## config.mk

```make
export PLATFORM = sky130hd
export DESIGN_NAME = btn_ctrl
export DESIGN_NICKNAME = d
export VERILOG_FILES = /design/src/rtl/btn_ctrl.sv
export SDC_FILE = /design/constraint.sdc
export NUM_CORES = 1
export LEC_CHECK = 0
export CORE_UTILIZATION = 48
export DETAILED_ROUTE_END_ITERATION = 8
export PLACE_DENSITY = 0.76
export SLEW_MARGIN = 15
export SYNTH_ARGS = -nofsm -noshare
export SYNTH_HDL_FRONTEND = slang
export SYNTH_SLANG_ARGS = --single-unit
```

## constraint.sdc

```tcl
create_clock -name clk -period 2.9 [get_ports clk]
set_input_delay 0.29 -clock clk [delete_from_list [all_inputs] [get_ports clk]]
set_output_delay 0.29 -clock clk [all_outputs]
set_load 0.05 [all_outputs]
```

## src/rtl/btn_ctrl.sv

```systemverilog
// Two-button debouncer with press strobe and auto-repeat; strobes are suppressed
// while both debounced levels are high.
module btn_ctrl #(
    parameter int DEBOUNCE_CYCLES = 650000,
    parameter int REPEAT_DELAY    = 19500000,
    parameter int REPEAT_PERIOD   = 6500000
) (
    input  logic clk,
    input  logic rst,
    input  logic btnL,
    input  logic btnR,
    output logic left_lvl,
    output logic right_lvl,
    output logic left_pulse,
    output logic right_pulse
);

    localparam int TMAX = (REPEAT_DELAY > REPEAT_PERIOD) ? REPEAT_DELAY : REPEAT_PERIOD;
    localparam int DW   = (DEBOUNCE_CYCLES > 1) ? $clog2(DEBOUNCE_CYCLES + 1) : 1;
    localparam int TW   = (TMAX > 1) ? $clog2(TMAX + 1) : 1;

    typedef enum logic [1:0] {IDLE, DELAY, REPEAT} state_t;

    // index 0 = left, 1 = right
    logic [1:0]    raw;
    logic [1:0]    sync1, sync2, lvl;
    logic [1:0]    lvl_nxt, rise, fall, ipulse;
    logic [DW-1:0] cnt [2];
    logic [TW-1:0] tmr [2];
    state_t        st  [2];

    assign raw = {btnR, btnL};

    // Level, edges and FSM pulse are all derived from next-state values so the
    // press strobe lands in the same cycle the registered level first reads 1.
    always_comb begin
        lvl_nxt = lvl;
        rise    = '0;
        fall    = '0;
        ipulse  = '0;
        for (int unsigned i = 0; i < 2; i++) begin
            if (sync2[i] != lvl[i] && cnt[i] == DW'(DEBOUNCE_CYCLES - 1)) begin
                lvl_nxt[i] = ~lvl[i];
                rise[i]    = sync2[i];
                fall[i]    = ~sync2[i];
            end
            case (st[i])
                IDLE:    ipulse[i] = rise[i];
                DELAY:   ipulse[i] = ~fall[i] && tmr[i] == TW'(REPEAT_DELAY - 1);
                REPEAT:  ipulse[i] = ~fall[i] && tmr[i] == TW'(REPEAT_PERIOD - 1);
                default: ipulse[i] = 1'b0;
            endcase
        end
    end

    always_ff @(posedge clk) begin
        if (rst) begin
            sync1       <= '0;
            sync2       <= '0;
            lvl         <= '0;
            left_lvl    <= 1'b0;
            right_lvl   <= 1'b0;
            left_pulse  <= 1'b0;
            right_pulse <= 1'b0;
            for (int unsigned i = 0; i < 2; i++) begin
                cnt[i] <= '0;
                tmr[i] <= '0;
                st[i]  <= IDLE;
            end
        end else begin
            sync1       <= raw;
            sync2       <= sync1;
            lvl         <= lvl_nxt;
            left_lvl    <= lvl_nxt[0];
            right_lvl   <= lvl_nxt[1];
            left_pulse  <= ipulse[0] & ~(lvl_nxt[0] & lvl_nxt[1]);
            right_pulse <= ipulse[1] & ~(lvl_nxt[0] & lvl_nxt[1]);
            for (int unsigned i = 0; i < 2; i++) begin
                if (sync2[i] == lvl[i] || lvl_nxt[i] != lvl[i])
                    cnt[i] <= '0;
                else
                    cnt[i] <= cnt[i] + DW'(1);

                case (st[i])
                    IDLE: begin
                        tmr[i] <= '0;
                        if (rise[i])
                            st[i] <= DELAY;
                    end
                    DELAY: begin
                        if (fall[i]) begin
                            st[i]  <= IDLE;
                            tmr[i] <= '0;
                        end else if (tmr[i] == TW'(REPEAT_DELAY - 1)) begin
                            st[i]  <= REPEAT;
                            tmr[i] <= '0;
                        end else begin
                            tmr[i] <= tmr[i] + TW'(1);
                        end
                    end
                    REPEAT: begin
                        if (fall[i]) begin
                            st[i]  <= IDLE;
                            tmr[i] <= '0;
                        end else if (tmr[i] == TW'(REPEAT_PERIOD - 1)) begin
                            tmr[i] <= '0;
                        end else begin
                            tmr[i] <= tmr[i] + TW'(1);
                        end
                    end
                    default: begin
                        st[i]  <= IDLE;
                        tmr[i] <= '0;
                    end
                endcase
            end
        end
    end

endmodule

```

==> summary.md <==
| Metric | Value |
|---|---|
| Number of port buffers | `7` |
| Highest attainable clock frequency | `371 MHz` |
| Global-route wire length before repair | `19000 um` |
| Critical Path, Cell by Cell | `or2_2 -> nor4_1 -> a22oi_1 -> o21ai_0 -> or3b_4` |
| Number of core rows | `39` |
| Die footprint | `12500 sq um` |
| Placed insts | `753` |
| Placed wire-length estimate | `7410 um` |
| Leak | `2.18 nW` |
| Startpoint of the most critical register-to-register path | `cnt[0][4]` |
| Worst rel slew slack | `0.541` |
| Most common flop cell mapped by yosys | `sky130_fd_sc_hd__edfxtp_1` |
| Resize count post-CTS | `0` |
| Share of synthesized area occupied by flip-flops and latches | `0.514` |
| Insertion delay to the later sink of the worst-skew pair | `350 ps` |
| Wire length after detailed routing | `10700 um` |
| Cell with the most instances after synthesis | `sky130_fd_sc_hd__nor2_1` |
| Worst Path Arrival | `2700 ps` |
| Pre-CTS setup slack | `81.5 ps` |
| Area growth from synthesis to layout | `11.6%` |
| TritonCTS clock tree | `yes` |
| Worst Setup Slack, final | `202 ps` |
| Crit-path max cell delay | `580 ps` |
| Top cell type by total area after synthesis | `sky130_fd_sc_hd__edfxtp_1` |
| Cell types with the largest area share after synthesis | `sky130_fd_sc_hd__edfxtp_1 48%, sky130_fd_sc_hd__xnor2_1 8.8%, sky130_fd_sc_hd__nor2_1 7.3%, sky130_fd_sc_hd__xor2_1 3.6%, sky130_fd_sc_hd__dfxtp_1 3.1%` |
| Critical path fanouts, max | `25` |
| Clock skew | `7.27 ps` |
| Height of the die | `112 um` |
| Worst Hold Margin | `459 ps` |
| Type of the worst setup path | `register to register` |
| Initial antenna violation count | `0` |
| Final Max Tran Viols | `0` |
| ANT nets after route | `0` |
| Class of the tightest hold or removal check | `register to register` |
| Layout cell share with drive strength beyond 1 | `0.0495` |
| Final core utilization | `0.558` |
| X dimension of the die | `112 um` |
| Total number of yosys warnings | `0` |
| Initial drt markers | `462` |
| Detailed Routing Iterations Pass 1 | `5` |
| Number of placed I/O pins | `8` |
| CP Data Required Time | `2900 ps` |
| Cell at the root of the clock tree | `sky130_fd_sc_hd__clkbuf_16` |
| Number of flops mapped to enable cells by yosys | `93` |
| Fin. Hold Viols | `0` |
| Remaining Overflow, GRT | `0` |
| Effective utilization at floorplan | `0.500` |
| Number of H-tree branching levels | `3` |
| GRT Resource Usage Total | `0.188` |
| Via count of the first global-routing pass | `4182` |
| Final setup violation count | `0` |
| Measured slew at the worst slew-check pin | `682 ps` |
| Total of max-cap violations | `0` |
| Largest net degree at the start of global routing | `26` |
| Drt wl/cell | `13.9 um` |
| Total of hold buffers inserted after clock tree synthesis | `0` |
| Bufs on Longest Clock Path | `2` |
| Distinct cell type count after synthesis | `51` |
| Synth top cells by count | `112 x sky130_fd_sc_hd__nor2_1, 93 x sky130_fd_sc_hd__edfxtp_1, 58 x sky130_fd_sc_hd__xnor2_1, 34 x sky130_fd_sc_hd__nand3_1, 33 x sky130_fd_sc_hd__nand2_1` |
| Syn_area_per_cell | `10.1 sq um` |
| Worst setup path startpoint | `cnt[0][4]` |
| Layout Cells excl Fill | `769` |
| Result of the run | `finished, final reports clean` |
| Startpoint of the tightest hold check path | `sync1[1]` |
| TritonCTS Buffers | `9` |
| Post-CTS clock slew at the launch and capture registers of the worst setup and hold paths | `70 ps` |
| Clock tree sinks | `102` |
| Post-synthesis register bit count | `102` |
| DRC violation count after routing | `0` |
| Detailed-route via count | `4142` |
| Post-Synthesis Cells | `570` |
| Shortest period the worst path allows | `2700 ps` |
| Kind of end point of the critical path | `register` |
| Average via count per standard cell | `5.39` |
| Post-CTS Setup Bufs | `0` |
| Highest-delay cell along the critical path | `sky130_fd_sc_hd__nor4_1` |
| Max IR drop VDD | `0.298 mV` |
| Fraction of post-synthesis cell area in the top cell type by area | `0.483` |
| Period utilisation layout | `0.930` |
| Antenna fix cells | `0` |
| Global placement routability congestion | `0.868` |
| Mapped Area | `5780 sq um` |
| Count of nets after finishing | `637` |
| Post-synthesis async set-or-reset flop share | `0` |
| Core Region | `11600 sq um` |
| Critical Path Source Type | `register` |
| Power density cells | `470 nW/um^2` |
==> sequential cells by signal, indices dropped and copies added, names as in the netlist <==
name         count
cnt             40
sync1            2
left_pulse       1
tmr             50
st               4
right_pulse      1
sync2            2
right_lvl        1
lvl              1
==> per-layer routing <==
metal / routed length [um] / up-vias / global-route usage / part of all wire
met4: 210 / 0 / 0.0811 / 0.020
met2: 5100 / 79 / 0.306 / 0.48
li1: - / 2093 / - / -
met5: 0 / - / 0 / 0
met1: 4950 / 1951 / 0.245 / 0.46
met3: 400 / 19 / 0.0359 / 0.038
==> final cells by class <==
type                    instances  area, sq um
clock buffers                  10          229
multi-input cells             466         2790
flip-flops and latches        102         2970
inverters                      28          105
fillers                       966         5110
repair buffers                 14          135
clock inverters                 6         45.0
well taps                     143          179
==> through the flow <==
stage / TNS [ps] / cell area (sq um) / power [W]
CTS: 0 / 6450 / 0.00305
global route: -17.5 / 6450 / 0.00314
floorplan: 0 / 5930 / 0.00187
detailed placement: 0 / 6180 / 0.00192
finish: 0 / 6450 / 0.00303
global placement: 0 / 6180 / 0.00191
==> cell families after synthesis <==
group                    synth area share
AO/OA/AOI/OAI                      0.0344
flip-flops                          0.514
AND/OR/NAND/NOR                     0.268
XOR/XNOR                            0.124
multiplexers                      0.00368
adder cells (fa/ha/maj)            0.0260
buffers and inverters              0.0292
other                            0.000649
==> report_power, final <==
part	switching, W	internal (W)	leakage [nW]
clock	0.000549	0.000589	0.131
combinational	0.0000846	0.0000697	0.958
sequential	0.0000740	0.00167	1.10
total	0.000708	0.00233	2.18
==> worst max-delay path, delay by kind of cell (launching register included) <==
| kind | cells | cell delay [ps] |
|---|---|---|
| compound gates | 2 | 520 |
| flops | 1 | 480 |
| simple gates | 3 | 1340 |
==> final timing paths <==
check	endpoint	slack, ps	cells past startpoint
min reg2reg	sync2[1]	460	1
max	tmr[0][9]	200	5
max reg2reg	tmr[0][9]	200	5
min	sync2[1]	460	1
==> cell usage in the layout, fill, tap and decap left out, types with 3 or more instances in the layout <==
cell type	n
sky130_fd_sc_hd__a21oi_1	6
sky130_fd_sc_hd__and2_1	6
sky130_fd_sc_hd__and3_1	13
sky130_fd_sc_hd__and4_1	10
sky130_fd_sc_hd__buf_4	6
sky130_fd_sc_hd__clkbuf_16	9
sky130_fd_sc_hd__clkdlybuf4s50_1	7
sky130_fd_sc_hd__conb_1	40
sky130_fd_sc_hd__dfxtp_1	9
sky130_fd_sc_hd__edfxtp_1	93
sky130_fd_sc_hd__ha_1	12
sky130_fd_sc_hd__inv_1	28
sky130_fd_sc_hd__nand2_1	33
sky130_fd_sc_hd__nand2b_1	6
sky130_fd_sc_hd__nand3_1	34
sky130_fd_sc_hd__nand4_1	17
sky130_fd_sc_hd__nor2_1	112
sky130_fd_sc_hd__nor2b_1	4
sky130_fd_sc_hd__nor3_1	26
sky130_fd_sc_hd__nor4_1	12
sky130_fd_sc_hd__nor4b_1	6
sky130_fd_sc_hd__or2_2	4
sky130_fd_sc_hd__or3_1	3
sky130_fd_sc_hd__or4_1	5
sky130_fd_sc_hd__xnor2_1	58
sky130_fd_sc_hd__xor2_1	24
Power figures use the tool's default switching activity.
